**config.mk**
```make
export PLATFORM = sky130hd
export DESIGN_NAME = adc_receiver
export DESIGN_NICKNAME = d
export VERILOG_FILES = /design/src/rtl/ising_config.sv /design/src/rtl/config_reg.sv /design/src/rtl/threshold_detector.sv /design/src/rtl/adc_receiver.sv
export SDC_FILE = /design/constraint.sdc
export NUM_CORES = 1
export LEC_CHECK = 0
export ABC_AREA = 0
export CAP_MARGIN = 40
export CORE_MARGIN = 2
export CORE_UTILIZATION = 45
export DETAILED_ROUTE_END_ITERATION = 8
export MAX_ROUTING_LAYER = met4
export PLACE_DENSITY_LB_ADDON = 0.25
export SYNTH_ARGS = -nofsm -noshare
export SYNTH_HDL_FRONTEND = slang
export SYNTH_SLANG_ARGS = --single-unit
```
**constraint.sdc**
```tcl
create_clock -name clk -period 3.2 [get_ports clk]
set_clock_uncertainty 0.15 [all_clocks]
set_input_delay 0.48 -clock clk [delete_from_list [all_inputs] [get_ports clk]]
set_output_delay 0.48 -clock clk [all_outputs]
set_load 0.01 [all_outputs]
```
**src/rtl/ising_config.sv**
```systemverilog
// Shared Ising-machine configuration: datapath widths, calibration FSM states,
// and the saturation helper used by the ADC receiver.
package ising_config;

    localparam int num_bits   = 8;
    localparam int sample_w   = 16;
    localparam int sample_cnt = 16;
    localparam int sel_w      = $clog2(sample_cnt);

    typedef enum logic [1:0] {
        IDLE  = 2'd0,
        ARMED = 2'd1,
        DONE  = 2'd2
    } del_state_t;

    localparam logic signed [sample_w-1:0] sat_max = sample_w'((1 << (num_bits - 1)) - 1);
    localparam logic signed [sample_w-1:0] sat_min = sample_w'(-(1 << (num_bits - 1)));

    // Clamp a full-width sample into the signed num_bits output range.
    function automatic logic [num_bits-1:0] sat_sample(input logic signed [sample_w-1:0] v);
        if (v > sat_max)
            return sat_max[num_bits-1:0];
        else if (v < sat_min)
            return sat_min[num_bits-1:0];
        else
            return v[num_bits-1:0];
    endfunction

endpackage

```
**src/rtl/config_reg.sv**
```systemverilog
// One 8-bit GPIO-mapped configuration register; writes on an address match
// while the (already edge-qualified) write enable is high.
module config_reg #(
    parameter logic [15:0] addr = 16'd0
) (
    input  logic        clk,
    input  logic        rst,
    input  logic        wr_en,
    input  logic [15:0] wr_addr,
    input  logic [7:0]  wr_data,
    output logic [7:0]  q
);

    always_ff @(posedge clk) begin
        if (!rst)
            q <= '0;
        else if (wr_en && (wr_addr == addr))
            q <= wr_data;
    end

endmodule

```
**src/rtl/threshold_detector.sv**
```systemverilog
// Per-lane signed compare against a threshold, plus a lowest-index priority
// encoder over the lanes that crossed.
module threshold_detector
    import ising_config::*;
(
    input  logic [sample_cnt-1:0][sample_w-1:0] samples,
    input  logic [sample_w-1:0]                 thresh,
    output logic                                hit,
    output logic [sel_w-1:0]                    idx
);

    logic [sample_cnt-1:0] gt;

    for (genvar i = 0; i < sample_cnt; i++) begin : g_lane
        assign gt[i] = $signed(samples[i]) > $signed(thresh);
    end

    // Scan high to low so the lowest crossing lane wins.
    always_comb begin
        hit = |gt;
        idx = '0;
        for (int i = sample_cnt - 1; i >= 0; i--) begin
            if (gt[i])
                idx = sel_w'(i);
        end
    end

endmodule

```
**src/rtl/adc_receiver.sv**
```systemverilog
// ADC receiver: GPIO-configured sample select / scale / saturate pipeline and
// an independent delay-calibration measurement FSM.
module adc_receiver
    import ising_config::*;
#(
    parameter logic [15:0] sample_sel_reg_addr = 16'd5,
    parameter logic [15:0] shift_amt_reg_addr  = 16'd6,
    parameter logic [15:0] thresh_lo_reg_addr  = 16'd7,
    parameter logic [15:0] thresh_hi_reg_addr  = 16'd8
) (
    input  logic                           clk,
    input  logic                           rst,
    input  logic [31:0]                    gpio_in,
    input  logic [sample_cnt*sample_w-1:0] adc_in,
    input  logic                           adc_valid,
    input  logic                           del_trig,
    output logic [num_bits-1:0]            fsm_val_out,
    output logic                           fsm_out_valid,
    output logic [7:0]                     del_cycles,
    output logic [sel_w-1:0]               del_sample,
    output logic                           del_done,
    output logic                           del_timeout
);

    localparam int STAGES = 2;

    logic [15:0] gpio_addr;
    logic [7:0]  gpio_data;
    logic        strobe_q;
    logic        wr_pulse;

    logic [7:0] sample_sel_q;
    logic [7:0] shift_amt_q;
    logic [7:0] thresh_lo_q;
    logic [7:0] thresh_hi_q;

    assign gpio_addr = gpio_in[15:0];
    assign gpio_data = gpio_in[23:16];
    assign wr_pulse  = gpio_in[24] & ~strobe_q;

    always_ff @(posedge clk) begin
        if (!rst)
            strobe_q <= 1'b0;
        else
            strobe_q <= gpio_in[24];
    end

    config_reg #(.addr(sample_sel_reg_addr)) u_sample_sel (
        .clk(clk), .rst(rst), .wr_en(wr_pulse), .wr_addr(gpio_addr), .wr_data(gpio_data), .q(sample_sel_q)
    );
    config_reg #(.addr(shift_amt_reg_addr)) u_shift_amt (
        .clk(clk), .rst(rst), .wr_en(wr_pulse), .wr_addr(gpio_addr), .wr_data(gpio_data), .q(shift_amt_q)
    );
    config_reg #(.addr(thresh_lo_reg_addr)) u_thresh_lo (
        .clk(clk), .rst(rst), .wr_en(wr_pulse), .wr_addr(gpio_addr), .wr_data(gpio_data), .q(thresh_lo_q)
    );
    config_reg #(.addr(thresh_hi_reg_addr)) u_thresh_hi (
        .clk(clk), .rst(rst), .wr_en(wr_pulse), .wr_addr(gpio_addr), .wr_data(gpio_data), .q(thresh_hi_q)
    );

    // ---------------- data path ----------------
    logic [sample_cnt-1:0][sample_w-1:0] samples;
    logic signed [sample_w-1:0]          s1_sample;
    logic signed [sample_w-1:0]          s1_shifted;
    logic [STAGES:0]                     vld_pipe;

    assign samples     = adc_in;
    assign vld_pipe[0] = adc_valid;
    assign s1_shifted  = s1_sample >>> shift_amt_q[3:0];

    always_ff @(posedge clk) begin
        if (!rst) begin
            vld_pipe[STAGES:1] <= '0;
            s1_sample          <= '0;
            fsm_val_out        <= '0;
        end else begin
            vld_pipe[STAGES:1] <= vld_pipe[STAGES-1:0];
            if (vld_pipe[0])
                s1_sample <= samples[sample_sel_q[sel_w-1:0]];
            // Output register only moves on a valid stage-1 word, else holds.
            if (vld_pipe[1])
                fsm_val_out <= sat_sample(s1_shifted);
        end
    end

    assign fsm_out_valid = vld_pipe[STAGES];

    // ---------------- delay calibration ----------------
    logic             det_hit;
    logic [sel_w-1:0] det_idx;

    threshold_detector u_det (
        .samples(samples),
        .thresh ({thresh_hi_q, thresh_lo_q}),
        .hit    (det_hit),
        .idx    (det_idx)
    );

    del_state_t       state, state_nxt;
    logic [7:0]       cnt, cnt_nxt;
    logic [7:0]       del_cycles_nxt;
    logic [sel_w-1:0] del_sample_nxt;
    logic             del_done_nxt;
    logic             del_timeout_nxt;

    always_ff @(posedge clk) begin
        if (!rst) begin
            state       <= IDLE;
            cnt         <= '0;
            del_cycles  <= '0;
            del_sample  <= '0;
            del_done    <= 1'b0;
            del_timeout <= 1'b0;
        end else begin
            state       <= state_nxt;
            cnt         <= cnt_nxt;
            del_cycles  <= del_cycles_nxt;
            del_sample  <= del_sample_nxt;
            del_done    <= del_done_nxt;
            del_timeout <= del_timeout_nxt;
        end
    end

    always_comb begin
        state_nxt       = state;
        cnt_nxt         = cnt;
        del_cycles_nxt  = del_cycles;
        del_sample_nxt  = del_sample;
        del_done_nxt    = del_done;
        del_timeout_nxt = del_timeout;
        unique case (state)
            IDLE, DONE: begin
                if (del_trig) begin
                    state_nxt       = ARMED;
                    cnt_nxt         = '0;
                    del_done_nxt    = 1'b0;
                    del_timeout_nxt = 1'b0;
                end
            end
            ARMED: begin
                // A crossing at the final count beats the timeout.
                if (adc_valid && det_hit) begin
                    state_nxt      = DONE;
                    del_cycles_nxt = cnt;
                    del_sample_nxt = det_idx;
                    del_done_nxt   = 1'b1;
                end else if (cnt == 8'd255) begin
                    state_nxt       = DONE;
                    del_cycles_nxt  = 8'd255;
                    del_sample_nxt  = '0;
                    del_timeout_nxt = 1'b1;
                    del_done_nxt    = 1'b1;
                end else begin
                    cnt_nxt = cnt + 8'd1;
                end
            end
            default: state_nxt = IDLE;
        endcase
    end

endmodule
```
==> results of run 1 <==
## cells by family (layout without fill, tap and decap cells)
logic type	Yosys count	count (layout)	share of synthesized area
buf+inv	90	616	0.0301
compound gates	283	283	0.168
simple gates	337	337	0.154
mux	152	152	0.230
fa+ha+maj	257	257	0.285
other cells	0	6	0
flops	75	75	0.133
## stage by stage
stage	power (mW)	setup slack, ns
global placement	2.32	-0.872
global route	3.74	-0.451
finish	3.59	-0.307
CTS	3.54	-0.230
floorplan	1.55	0.0291
detailed placement	2.35	-0.960
## power by group through the flow
stage               Combinational [mW]  Sequential [mW]  Clock, mW
detailed placement                1.34             1.01          0
CTS                               1.38            0.989       1.18
global placement                  1.31             1.01          0
global route                      1.53            0.994       1.22
finish                            1.42            0.991       1.18
floorplan                        0.542             1.01          0
## state kept, by name, summed over array words and instances (netlist names), 8 cells and up
name and flops:
del_cycles 8, u_thresh_lo.q 8, cnt 8, fsm_val_out 8, u_thresh_hi.q 8, s1_sample 16
## metal layers
layer / share of wire / wire length, um / vias to the layer above / global-route usage
li1: - / - / 5820 / -
met1: 0.40 / 18900 / 6006 / 0.448
met2: 0.46 / 22200 / 717 / 0.601
met3: 0.084 / 4010 / 176 / 0.0601
met4: 0.057 / 2710 / 0 / 0.177
met5: 0 / 0 / - / -
## worst max path at each step
stage,from,end,slack [ns],cells past startpoint
floorplan,adc_in[119],cnt[0]$_SDFFE_PN0P_,0.03,13
global placement,adc_in[213],del_cycles[6]$_SDFFE_PN0P_,-0.87,14
detailed placement,adc_in[237],cnt[6]$_SDFFE_PN0P_,-0.96,14
finish,adc_in[52],cnt[7]$_SDFFE_PN0P_,-0.31,12
global route,u_thresh_hi.q[5]$_SDFFE_PN0P_,cnt[4]$_SDFFE_PN0P_,-0.45,15
CTS,u_thresh_hi.q[1]$_SDFFE_PN0P_,cnt[7]$_SDFFE_PN0P_,-0.23,16
## cell usage in the layout (no fill, tap or decap), drive strengths merged, types with 5 or more instances in the layout
master / synthesis / final
clkbuf: 28 / 9
a21oi: 90 / 90
a21boi: 9 / 9
dfxtp: 75 / 75
and3: 5 / 5
or3: 7 / 7
and4: 7 / 7
a31oi: 5 / 5
inv: 49 / 49
o22ai: 6 / 6
nor2: 89 / 89
ha: 257 / 257
mux4: 85 / 85
buf: 13 / 243
mux2i: 59 / 59
o21ai: 38 / 38
diode: 0 / 6
nor2b: 19 / 19
and2: 6 / 6
nand2b: 12 / 12
o21a: 12 / 12
a21o: 26 / 26
nor4: 8 / 8
nor3: 18 / 18
a221o: 6 / 6
nand3: 36 / 36
o211ai: 16 / 16
clkdlybuf4s50: 0 / 277
nand2: 63 / 63
mux2: 8 / 8
o21bai: 7 / 7
dlygate4sd2: 0 / 29
a211oi: 27 / 27
nand4: 48 / 48
o311a: 6 / 6
## cell type report
| cell class | count | area share |
|---|---|---|
| inverters | 49 | 0.0142 |
| flip-flops and latches | 75 | 0.0874 |
| clock buffers | 9 | 0.0128 |
| diodes | 6 | 0.000856 |
| repair inverters | 1 | 0.000428 |
| clock inverters | 7 | 0.00663 |
| repair buffers | 550 | 0.292 |
| multi-input cells | 1029 | 0.562 |
| well taps | 324 | 0.0231 |
## critical path, delay by kind of cell
family | cells | cell delay, ns
AOI/OAI and AO/OA | 5 | 0.80
adders and majority gates | 1 | 0.25
buffers and inverters | 1 | 0.47
muxes | 1 | 0.33
and+or+nand+nor | 4 | 1.30
## timing repair
action	CTS	global route
resized for setup	133	20
endpoints found under the setup margin	24	26
buffers inserted	24	6
pin swaps	58	20
gates cloned	1	0
==> run summary, run 1 <==
The average wire length per cell after detail routing came out at 23.3 um. After clock tree synthesis, the clock-pin slew on the worst setup and hold paths is 0.06 ns. The count of pins on the block boundary came out at 315. The starting utilization of the core area came out at 0.462. The count of different cell masters after synthesis is 70. The biggest area contributor in the post-synthesis netlist is ha_1. The startpoint of the lowest-slack register-to-register path is u_thresh_hi.q[1]$_SDFFE_PN0P_. The count of buffers inserted at the top-level ports came out at 307. The critical path is of the in2reg type. The slowest stage of the critical path is the or4_1 cell. The DRC marker count from the first detailed-route iteration came out at 1,001.

The endpoint identified for the worst register-to-register timing path is cnt[7]$_SDFFE_PN0P_. The internal reg-to-reg setup slack came out at -0.29 ns. The area growth from synthesis to layout is 55.4%. The part of the Yosys area used for sequential elements came out at 0.133. The total global-route track usage is 0.369. The total placed instance area is 16,400 um^2.

The wire length of the first global-routing pass is 72.4 mm. The tool flagged a number of max-cap violations equal to 0. After the last flow step, the layout net total stands at 2,264. Among all flip-flop cells after synthesis, the most frequent one is dfxtp_1. The cell with the most instances after synthesis is ha_1. Setup violations remaining at the end of the flow were counted as 24. The share of synthesized area in the top cell type comes to 0.285. The hold path depth is 2. In the routed layout, each cell is associated on average with a via count of 6.20. The final cell utilization of the core is 0.717. In this run the power spent charging and discharging nets is 1.06 mW. The final reports fail on negative setup slack. The largest driver fanout on the critical path came out at 6.

The share of total power dissipated in the clock network is 0.328. The area of all placed cells without fillers is 17,500 um^2. The share of flip-flops with an asynchronous set or reset is 0. The placed wire-length estimate after detailed placement is 39.0 mm.

The number of cells traversed by the worst register-to-register path is 14. The worst max-slew margin expressed relative to the limit is 0.467. The netlist area before placement is 11,300 um^2.

The maximum count of clock buffers along a single path came out at 2. The post-layout worst setup margin came out at -0.307 ns. The final cycle utilization of the critical path is 1.10.

The final period demand of the worst path is 3.51 ns. After clock tree synthesis, the flow added hold-fix buffers numbering 0. The via count of the first global-routing pass is 12,800. Of the total power, combinational logic draws 0.396. The final weighted congestion of routability-driven global placement is 1.02. Of the total power, the share spent switching nets is 0.295. Static timing analysis puts the maximum clock frequency at 0.285 GHz.

In the synthesized netlist, the number of instances is 1,194. The count of placed standard cells including taps came out at 1,997. The sequential cell area in the final layout came out at 1530 um^2.

The total grt overflow is 0. The final setup TNS came out at -5.79 ns. The cell row count is 57.

Setup repair after global routing could not meet its margin everywhere. In this run the worst hold path is classified as reg2reg. The final hold slack is 0.336 ns. By area the synthesized netlist is led by ha_1, mux4_2, dfxtp_1, mux2i_1, a21oi_1.

The final standard cell count with taps included and fillers excluded came out at 2,050. The die width is 162 um. The overall die area is 26,400 um^2.

The worst hold path begins at del_done$_SDFFE_PN0P_. The count of TritonRoute iterations in the first routing pass came out at 8. The CTS tree is built. The synthesis-stage register bit count is 75. Ranked by instance count, the synthesized netlist is headed by ha_1, a21oi_1, nor2_1. The remaining number of nets flagged by the antenna check after routing came out at 0. The pin count of the biggest net entering global routing is 41. The maximum vdd drop came out at 0.263 mV. The routed via count is 12,700. The flow ran to the end, but the final reports show violations. The worst setup path is launched from an input port. The endpoint required time on the critical path came out at 3.32 ns.

The count of endpoints failing hold in the final timing report came out at 0. The static power due to leakage came out at 7.17 nW. The clock latency on the worst-skew pair came out at 0.34 ns. The count of flip-flops with a built-in enable after synthesis came out at 0. The delay of the slowest critical-path stage is 0.48 ns.

The fill cell instance count of the final layout came out at 1,781. The internal portion of the total power is 2.53 mW. The core footprint is 24,500 um^2.

Data arrives at the worst endpoint at 3.63 ns. The CTS sink count came out at 75. The tree is rooted in a clkbuf_16.

The transition time at the pin with the least slew margin came out at 0.798 ns. The fraction of layout instances using a drive strength above 1 is 0.262. The cell area power density is 205 nW/um^2. The critical path goes through clkdlybuf4s50_1 -> ha_1 -> a211oi_2 -> o21ai_1 -> nor4_1 -> nor2_1 -> mux2_4 -> o2bb2ai_4 -> nor4b_4 -> a21oi_4 -> or4_1 -> a21oi_1. The multi-input gate area in the final layout is 9860 um^2.

The path with the worst hold slack has its endpoint at del_done$_SDFFE_PN0P_. During synthesis, Yosys emitted a total of 0 warnings. The number of design rule violations left after detail routing came out at 0.

The sum of routed wire length over all layers came out at 47.8 mm. The level count of the clock H-tree is 3. The number of antenna violations at the first check in global routing is 6.

Synthesis produced a netlist with a net count of 1,743. The clock buffer count from CTS is 9. The synthesized area per cell is 9.46 um^2. The number of max-slew violations in the final report came to 0. The power share of the sequential group is 0.276. The height of the die is 162 um. The element type at the critical path end is a flip-flop.
No activity file was read; power rests on OpenSTA's default activity.
==> inputs of run 2 (changes only) <==
--- a/config.mk
+++ b/config.mk
@@ -6,12 +6,13 @@
 export NUM_CORES = 1
 export LEC_CHECK = 0
 export ABC_AREA = 0
-export CAP_MARGIN = 40
+export CAP_MARGIN = 20
 export CORE_MARGIN = 2
 export CORE_UTILIZATION = 45
 export DETAILED_ROUTE_END_ITERATION = 8
 export MAX_ROUTING_LAYER = met4
 export PLACE_DENSITY_LB_ADDON = 0.25
+export REMOVE_ABC_BUFFERS = 1
 export SYNTH_ARGS = -nofsm -noshare
 export SYNTH_HDL_FRONTEND = slang
 export SYNTH_SLANG_ARGS = --single-unit
==> constraint.sdc (replaced) <==
create_clock -name clk -period 3.2 [get_ports clk]
set_clock_uncertainty 0.15 [all_clocks]
set_input_delay 0.64 -clock clk [delete_from_list [all_inputs] [get_ports clk]]
set_output_delay 0.64 -clock clk [all_outputs]
set_load 0.01 [all_outputs]
==> run summary, run 2 (synthesis gave the netlist of run 1 again) <==
The level count of the clock H-tree came out at 3. The transition time at the pin with the least slew margin is 0.933 ns. The number of vias per cell came out at 6.22. The number of max-slew violations in the final report came to 0. The routed via count came out at 12,500. The global-route track usage on met3 is 0.0448. For this run, global-route usage on met2 was measured as 0.610. The worst setup path is captured at a flip-flop. The starting utilization of the core area is 0.462.

The count of pins on the block boundary came out at 315. The internal cell power is 2.37 mW. The maximum clock frequency came out at 0.274 GHz. The number of nets in the layout came out at 2,230. The count of endpoints failing hold in the final timing report is 0. The highest-utilization routing layer at the global route stage is met2. Of the total power, the share spent switching nets is 0.319. The static power due to leakage is 7.10 nW. Once detail routing completed, the nets flagged for antenna violations numbered 0. The critical path in this run is classified as reg2reg. With fillers left out, the area of the finished cells amounts to 17,400 um^2. The first global-routing pass estimated 68.7 mm of wire.

The cell area power density came out at 200 nW/um^2. The fraction of layout instances using a drive strength above 1 came out at 0.257. The number of antenna violations at the first check in global routing came to 5.

The startpoint identified for the worst register-to-register timing path is u_thresh_lo.q[6]$_SDFFE_PN0P_. The clock latency on the worst-skew pair is 0.34 ns. For hold timing, the worst endpoint is del_sample[3]$_SDFFE_PN0P_. The final reports fail on negative setup slack. The average wire length per cell after detail routing is 23.0 um. Clock-pin slew was measured on the worst setup and hold paths at 0.07 ns. Ranked by flip-flop count, first place goes to s1_sample. The core region is 24,500 um^2. The CTS tree is built. The via count of the first global-routing pass is 12,900.

The cell row count is 57. The analysis attributes to net switching a power of 1.11 mW. The number of placed instances, taps included, is 1,962.

The capture point of the worst reg-to-reg path is cnt[5]$_SDFFE_PN0P_. At the worst endpoint, the arrival time is 3.77 ns. The worst-case IR drop observed on VDD is 0.300 mV.

The startpoint of the most critical hold path is del_sample[3]$_SDFFE_PN0P_. In this run the clock root is driven by a clkbuf_16. The floorplan step set the die width to 162 um. The total placed instance area is 16,100 um^2.

The count of TritonRoute iterations in the first routing pass came out at 6. The library cells used most frequently in the layout, excluding fill and tap cells, are clkdlybuf4s50_1, ha_1, buf_4. The number of design rule violations left after detail routing is 0.

Setup repair after global routing could not meet its margin everywhere. The height of the die is 162 um. The sum of routed wire length over all layers is 46.4 mm. The largest driver fanout on the critical path came out at 4. The clock net in this run drives a total of 75 sinks. The flip-flop count of the largest register after layout is 16.

The final period demand of the worst path came out at 3.65 ns. Of the total power, combinational logic draws 0.407. The post-layout worst setup margin is -0.445 ns. The DRC marker count from the first detailed-route iteration came out at 1,042. Setup violations remaining at the end of the flow were counted as 24. Setup slack on the worst reg-to-reg path comes out at -0.45 ns. The hold path depth is 2. The final weighted congestion of routability-driven global placement came out at 1.02. The count of buffers inserted at the top-level ports is 307. For met1 alone, demand over resource in global routing was 0.389. The pin count of the biggest net entering global routing is 66. Of the total power, the clock network draws 0.308.

The endpoint required time on the critical path came out at 3.33 ns. The overall die area is 26,400 um^2. The number of cells traversed by the worst register-to-register path is 14. The leading cell type in the layout, fill and taps excluded is clkdlybuf4s50_1. In this run the worst hold path is classified as reg2reg. The post-synthesis to final-layout area growth came out at 54.5%. The total grt overflow is 0. The final standard cell count with taps included and fillers excluded came out at 2,016.

After legalization and detailed placement, the total HPWL measured 38.1 mm. The flow ran to the end, but the final reports show violations. Across every metal layer, demand over resource in global routing totals 0.350. The maximum count of clock buffers along a single path came out at 2. The worst setup path is launched from a flip-flop. The final cycle utilization of the critical path is 1.14. The worst pin sits at a relative slew slack of 0.375.

The power share of the sequential group came out at 0.285. The total of max-cap violations is 0. The clock buffer count from CTS is 9.
run 2: how the worst max path moves through the flow:
stage	from	endpoint	slack, ns	cells after the start
CTS	adc_in[56]	cnt[5]$_SDFFE_PN0P_	-0.42	13
finish	u_thresh_lo.q[6]$_SDFFE_PN0P_	cnt[5]$_SDFFE_PN0P_	-0.45	14
detailed placement	adc_in[77]	cnt[5]$_SDFFE_PN0P_	-1.04	13
global placement	adc_in[237]	cnt[5]$_SDFFE_PN0P_	-0.97	14
global route	u_thresh_lo.q[4]$_SDFFE_PN0P_	cnt[6]$_SDFFE_PN0P_	-0.51	16
floorplan	u_sample_sel.q[0]$_SDFFE_PN0P_	s1_sample[0]$_SDFFE_PN0P_	-1.11	4
run 2: what timing repair did:
item	in CTS	in global routing
gates cloned	0	3
hold buffers	0	0
buffers inserted	20	12
setup endpoints to repair	24	26
resized for setup	124	79
pin swaps	68	41
run 2: power by group through the flow:
stage / clock [mW] / sequential, mW / combinational [mW]
after global placement: 0 / 1.01 / 1.27
after CTS: 1.08 / 0.993 / 1.35
after detailed placement: 0 / 1.01 / 1.30
after floorplan: 0 / 1.01 / 0.528
after global routing: 1.12 / 0.997 / 1.52
final: 1.07 / 0.993 / 1.42
run 2: critical path: stages (launching register included):
cell,delay [ns]
dfxtp_1,0.34
inv_1,0.11
buf_4,0.18
ha_1,0.34
o21ai_2,0.23
o21ai_2,0.11
nor4_2,0.34
nor2_1,0.11
mux2_4,0.33
o2bb2ai_4,0.13
nor4b_4,0.28
buf_6,0.16
a21oi_2,0.08
or4_4,0.52
a21oi_2,0.14
run 2: cell type report:
class | instances | area, um^2
Antenna cell | 6 | 15.0
Clock buffer | 9 | 225
Clock inverter | 7 | 81.3
Fill cell | 1805 | 7020
Inverter | 49 | 195
Multi-Input combinational cell | 1030 | 10200
Sequential cell | 75 | 1510
Tap cell | 324 | 405
Timing Repair Buffer | 516 | 4860
run 2: per-stage QoR:
| step | hold WS [ns] | setup slack (ns) | util | power (mW) | TNS (ns) |
|---|---|---|---|---|---|
| after floorplan | 0.304 | -1.11 | - | 1.54 | -26.16 |
| after global placement | 0.295 | -0.974 | 0.659 | 2.29 | -19.24 |
| after detailed placement | 0.305 | -1.04 | 0.659 | 2.32 | -20.51 |
| after CTS | 0.314 | -0.420 | 0.691 | 3.42 | -7.24 |
| after global routing | 0.339 | -0.511 | 0.713 | 3.64 | -9.95 |
| final | 0.314 | -0.445 | 0.713 | 3.49 | -8.13 |
run 2: routing by layer:
metal | wire [um] | vias up
li1 | - | 5752
met1 | 17400 | 5989
met2 | 23100 | 625
met3 | 3070 | 181
met4 | 2910 | 0
met5 | 0 | -
